## src/rtl/branch_repair_unit.sv

```systemverilog
// Branch misprediction repair: restores speculative GHR / RAS pointer, redirects fetch, updates the BTB.
// Optional macro BRU_PERF_CNT_EN adds a 32-bit completed-repair counter output BRU_repairCnt_o.
module branch_repair_unit #(
  parameter int GHR_W     = 8,
  parameter int RAS_PTR_W = 3
) (
  input  logic                       clk,
  input  logic                       rst,
  input  logic                       SBA_flush_w_i,
  input  logic [31:0]                SBA_erroVAddr_w_i,
  input  logic [31:0]                SBA_corrDest_w_i,
  input  logic                       SBA_corrTake_w_i,
  input  logic [GHR_W+RAS_PTR_W-1:0] SBA_checkPoint_w_i,
  input  logic [2:0]                 SBA_repairAction_w_i,
  input  logic                       CP0_excOccur_w_i,
  input  logic                       BPU_update_w_i,
  input  logic                       BPU_predTake_w_i,
  input  logic                       BPU_rasPush_w_i,
  input  logic                       BPU_rasPop_w_i,
  input  logic                       PCG_ready_w_i,
  output logic                       BRU_redirect_w_o,
  output logic [31:0]                BRU_redirectPC_w_o,
  output logic [GHR_W-1:0]           BRU_ghr_o,
  output logic [RAS_PTR_W-1:0]       BRU_rasPtr_o,
  output logic                       BRU_btbWe_w_o,
  output logic [31:0]                BRU_btbPC_w_o,
  output logic [31:0]                BRU_btbTarget_w_o,
  output logic                       BRU_btbTake_w_o,
  output logic                       BRU_busy_w_o
`ifdef BRU_PERF_CNT_EN
  ,
  output logic [31:0]                BRU_repairCnt_o
`endif
);

  typedef enum logic [1:0] {
    IDLE     = 2'd0,
    REDIRECT = 2'd1,
    BTBWR    = 2'd2
  } state_t;

  state_t               state;
  logic [31:0]          lat_pc;
  logic [31:0]          lat_target;
  logic                 lat_take;

  logic                 flush_acc;
  logic [GHR_W-1:0]     ckpt_ghr;
  logic [RAS_PTR_W-1:0] ckpt_ptr;
  logic [GHR_W-1:0]     restore_ghr;
  logic [RAS_PTR_W-1:0] restore_ptr;
  logic [GHR_W-1:0]     spec_ghr;
  logic [RAS_PTR_W-1:0] spec_ptr;

  assign flush_acc = SBA_flush_w_i && SBA_repairAction_w_i[0];
  assign ckpt_ghr  = SBA_checkPoint_w_i[GHR_W+RAS_PTR_W-1:RAS_PTR_W];
  assign ckpt_ptr  = SBA_checkPoint_w_i[RAS_PTR_W-1:0];

  // The restored history already contains the resolved branch's true direction.
  assign restore_ghr = {ckpt_ghr[GHR_W-2:0], SBA_corrTake_w_i};
  assign restore_ptr = SBA_repairAction_w_i[1] ? ckpt_ptr + RAS_PTR_W'(1) :
                       SBA_repairAction_w_i[2] ? ckpt_ptr - RAS_PTR_W'(1) :
                                                 ckpt_ptr;

  assign spec_ghr = BPU_update_w_i ? {BRU_ghr_o[GHR_W-2:0], BPU_predTake_w_i} : BRU_ghr_o;
  assign spec_ptr = (BPU_rasPush_w_i && !BPU_rasPop_w_i) ? BRU_rasPtr_o + RAS_PTR_W'(1) :
                    (BPU_rasPop_w_i && !BPU_rasPush_w_i) ? BRU_rasPtr_o - RAS_PTR_W'(1) :
                                                           BRU_rasPtr_o;

  assign BRU_busy_w_o = (state != IDLE);

  // NOTE: every register below uses <= so all of them update from the same pre-edge values.
  always_ff @(posedge clk or negedge rst) begin
    if (!rst) begin
      state              <= IDLE;
      lat_pc             <= '0;
      lat_target         <= '0;
      lat_take           <= 1'b0;
      BRU_ghr_o          <= '0;
      BRU_rasPtr_o       <= '0;
      BRU_redirect_w_o   <= 1'b0;
      BRU_redirectPC_w_o <= '0;
      BRU_btbWe_w_o      <= 1'b0;
      BRU_btbPC_w_o      <= '0;
      BRU_btbTarget_w_o  <= '0;
      BRU_btbTake_w_o    <= 1'b0;
    end else if (CP0_excOccur_w_i) begin
      // Exception flush abandons the repair; speculative history is left alone.
      state              <= IDLE;
      lat_pc             <= '0;
      lat_target         <= '0;
      lat_take           <= 1'b0;
      BRU_redirect_w_o   <= 1'b0;
      BRU_redirectPC_w_o <= '0;
      BRU_btbWe_w_o      <= 1'b0;
      BRU_btbPC_w_o      <= '0;
      BRU_btbTarget_w_o  <= '0;
      BRU_btbTake_w_o    <= 1'b0;
    end else if (flush_acc) begin
      // A newer misprediction simply replaces whatever was in flight.
      state              <= REDIRECT;
      lat_pc             <= SBA_erroVAddr_w_i;
      lat_target         <= SBA_corrDest_w_i;
      lat_take           <= SBA_corrTake_w_i;
      BRU_ghr_o          <= restore_ghr;
      BRU_rasPtr_o       <= restore_ptr;
      BRU_redirect_w_o   <= 1'b1;
      BRU_redirectPC_w_o <= SBA_corrDest_w_i;
      BRU_btbWe_w_o      <= 1'b0;
      BRU_btbPC_w_o      <= '0;
      BRU_btbTarget_w_o  <= '0;
      BRU_btbTake_w_o    <= 1'b0;
    end else begin
      case (state)
        IDLE: begin
          BRU_ghr_o    <= spec_ghr;
          BRU_rasPtr_o <= spec_ptr;
        end
        REDIRECT: begin
          // Predictions made while the redirect is pending come from the wrong path.
          if (PCG_ready_w_i) begin
            state              <= BTBWR;
            BRU_redirect_w_o   <= 1'b0;
            BRU_redirectPC_w_o <= '0;
            BRU_btbWe_w_o      <= 1'b1;
            BRU_btbPC_w_o      <= lat_pc;
            BRU_btbTarget_w_o  <= lat_target;
            BRU_btbTake_w_o    <= lat_take;
          end
        end
        BTBWR: begin
          state             <= IDLE;
          lat_pc            <= '0;
          lat_target        <= '0;
          lat_take          <= 1'b0;
          BRU_btbWe_w_o     <= 1'b0;
          BRU_btbPC_w_o     <= '0;
          BRU_btbTarget_w_o <= '0;
          BRU_btbTake_w_o   <= 1'b0;
        end
        default: begin
          state              <= IDLE;
          BRU_redirect_w_o   <= 1'b0;
          BRU_redirectPC_w_o <= '0;
          BRU_btbWe_w_o      <= 1'b0;
        end
      endcase
    end
  end

`ifdef BRU_PERF_CNT_EN
  always_ff @(posedge clk or negedge rst) begin
    if (!rst) begin
      BRU_repairCnt_o <= '0;
    end else if (state == BTBWR) begin
      BRU_repairCnt_o <= BRU_repairCnt_o + 32'd1;
    end
  end
`endif

endmodule

```

## config.mk

```make
export PLATFORM = sky130hd
export DESIGN_NAME = branch_repair_unit
export DESIGN_NICKNAME = d
export VERILOG_FILES = /design/src/rtl/branch_repair_unit.sv
export SDC_FILE = /design/constraint.sdc
export NUM_CORES = 1
export LEC_CHECK = 0
export ABC_AREA = 1
export BUFFER_PORTS_ARGS = -buffer_cell sky130_fd_sc_hd__buf_2
export CAP_MARGIN = 25
export CORE_MARGIN = 4
export CORE_UTILIZATION = 45
export CTS_BUF_LIST = sky130_fd_sc_hd__clkbuf_2
export CTS_CLUSTER_SIZE = 20
export DETAILED_ROUTE_END_ITERATION = 7
export GPL_TIMING_DRIVEN = 0
export HOLD_SLACK_MARGIN = 0.03
export PLACE_DENSITY = 0.68
export SYNTH_ARGS = -nofsm -noshare
export SYNTH_HDL_FRONTEND = slang
export SYNTH_SLANG_ARGS = --single-unit
```

## constraint.sdc

```tcl
create_clock -name clk -period 1.9 [get_ports clk]
set_clock_uncertainty 0.2 [all_clocks]
set_input_delay 0.475 -clock clk [delete_from_list [all_inputs] [get_ports clk]]
set_output_delay 0.475 -clock clk [all_outputs]
set_load 0.02 [all_outputs]
```

==> impl_metrics.yaml <==
status:
  outcome: "finished with violations"
  violations: "setup timing"
grt:
  track_usage: 0.248
  grt_overflow: 0
  grt_start_max_net_pins: 123
  grt_antenna_before_repair: 1
  grt_pass1_wl_um: 34500
  grt_pass1_vias: 6660
setup_path:
  cp-end-kind: "primary output"
  cp_max_fo: 3
  path_class: "reg -> out"
  start_kind: "flip-flop"
  cp.required_ns: 1.22
  arrival_ns: 1.56
routing:
  postRouteAntennaNets: 0
  first_iter_violations: 355
  drc: 0
  wl_per_cell_um: 18.4
  vias: 6639
  vias_per_cell: 5.10
  first_pass_iters: 4
  wl_um: 24000
power:
  ir_drop_mv: 0.541
  p_leak_nw: 6.45
  p_per_area_nw_per_um2: 693
  power_w: 0.00813
synthesis:
  yosysSeqAreaShare: 0.644
  synth_area_um2: 6840
  postSynthNetCount: 807
  ys_seq_elements: 176
  synth_cells: 713
  synthDistinctLibCells: 24
  postSynthAreaPerCell_um2: 9.59
  yosysWarnings: 0
sta:
  timing.final.crit_share: 1.18
  rsz0062_at_grt: "yes"
  max_slew_margin: 0.539
  fin_ws_ns: -0.339
  maxSlewViolCount: 0
  setup_viol: 183
  worst_hold_slack_ns: 0.250
  tightest_slew_ns: 0.692
  tns_ns: -15.84
  fmax_ghz: 0.447
  hold_viol_final: 0
  post-route-min-period_ns: 2.24
cells_and_area:
  drive_gt1_frac: 0.458
  syn_to_final_growth_pct: 71.4
  layout_common_cells: "195 x nand2_1, 176 x dfrtp_1, 132 x buf_6"
  final_nets: 1198
  final_core_util: 0.797
  instances_no_fill: 1302
  layout_commonest_cell: "nand2_1"
clock_tree:
  htree_levels: 4
  clk_latency_ns: 0.75
  cts_tree: "yes"
  clkSinkCount: 176
  clockBufferDepth: 2
  clkSlewWorstSetupHoldPaths_ns: 0.25
  cts_made_buffers: 17
  cts_root_buf: "clkbuf_2"
hold_path:
  hold_class: "in -> reg"
floorplanning:
  die_x_um: 131
  fp.dieH_um: 131
  io_pins: 199
  die-area_um2: 17200
  num_rows: 44
  core_um2: 14700
  initial_core_util: 0.465
place:
  finalWeightedCongestion: 0.819
  dp_cells: 1095
  port_buffers: 197
  hpwl_um: 12100
run:
  cap_violations: 0
-- worst max-delay path: stages (launching register included) --
cell and delay [ns]:
dfrtp_1 0.45, inv_2 0.09, ha_4 0.14, inv_4 0.04, buf_6 0.12
-- final cells by class --
cell class                      count  area (µm²)
Tap cell                          184         230
Timing Repair Buffer              374        3510
Fill cell                         843        2980
Sequential cell                   176        4400
Antenna cell                        1        2.50
Clock inverter                     13         115
Multi-Input combinational cell    451        2840
Buffer                             34         340
Clock buffer                       19        95.1
Inverter                           50         190
-- per-layer routing --
metal,vias up,wire [µm],part of all wire,global-route usage
li1,3053,-,-,-
met1,3256,8970,0.37,0.295
met2,263,12600,0.53,0.423
met3,67,1620,0.067,0.0830
met4,0,775,0.032,0.0875
met5,-,0,0,0
-- flip-flops by register name, summed over array words and instances, names as in the netlist --
signal              flops
state                   2
BRU_redirectPC_w_o     32
BRU_btbTarget_w_o      32
lat_pc                 32
BRU_redirect_w_o        1
BRU_ghr_o               8
lat_target             32
lat_take                1
BRU_btbPC_w_o          32
BRU_rasPtr_o            3
BRU_btbTake_w_o         1
-- through the flow --
step,worst slack [ns],instance area (µm²)
floorplan,0.108,6840
CTS,-0.366,10400
finish,-0.339,11700
global route,-0.442,11700
detailed placement,-0.193,8090
global placement,-2.64,8050
-- path summary, 6_finish.rpt --
check / from / endpoint / slack [ns] / cells past startpoint
max: state[1] / BRU_busy_w_o / -0.34 / 4
min: SBA_erroVAddr_w_i[25] / lat_pc[25] / 0.25 / 4
max reg2reg: state[0] / BRU_btbTarget_w_o[4] / -0.13 / 12
min reg2reg: lat_pc[8] / lat_pc[8] / 0.32 / 2
max in group asynchronous: rst / lat_take / 0.19 / 4
min in group asynchronous: rst / BRU_btbPC_w_o[23] / 0.54 / 3
-- cell families after synthesis --
family	Yosys count	share of synthesized area
adder cells (fa/ha/maj)	6	0.0121
buffers and inverters	86	0.0617
flip-flops	176	0.644
AND/OR/NAND/NOR	297	0.170
AO/OA/AOI/OAI	146	0.110
XOR/XNOR	2	0.00256
-- report_power, final --
group          switching, W  leakage [nW]  total (W)  internal [W]
logic               0.00110          3.94    0.00216       0.00106
registers          0.000183          2.38    0.00415       0.00397
clock network       0.00134         0.126    0.00182      0.000480
-- synthesized netlist by cell type (all sizes together) --
cell | number | area share
clkbuf | 14 | 0.0077
clkinv | 1 | 0.00055
dfrtp | 176 | 0.64
nor2 | 15 | 0.011
a21oi | 1 | 0.00073
a21boi | 1 | 0.0011
nand2 | 275 | 0.15
o21ai | 136 | 0.10
xor2 | 2 | 0.0026
inv | 49 | 0.027
fa | 1 | 0.0029
nand3 | 7 | 0.0051
buf | 22 | 0.027
a31oi | 8 | 0.0073
ha | 5 | 0.0091
-- what timing repair did --
action	CTS	global route
setup endpoints to repair	122	374
gates cloned	1	9
pin swaps	9	68
buffers inserted	45	34
hold endpoints to repair	286	0
hold buffers	93	0
resized for setup	260	315
(Power assumes the default switching activity.)
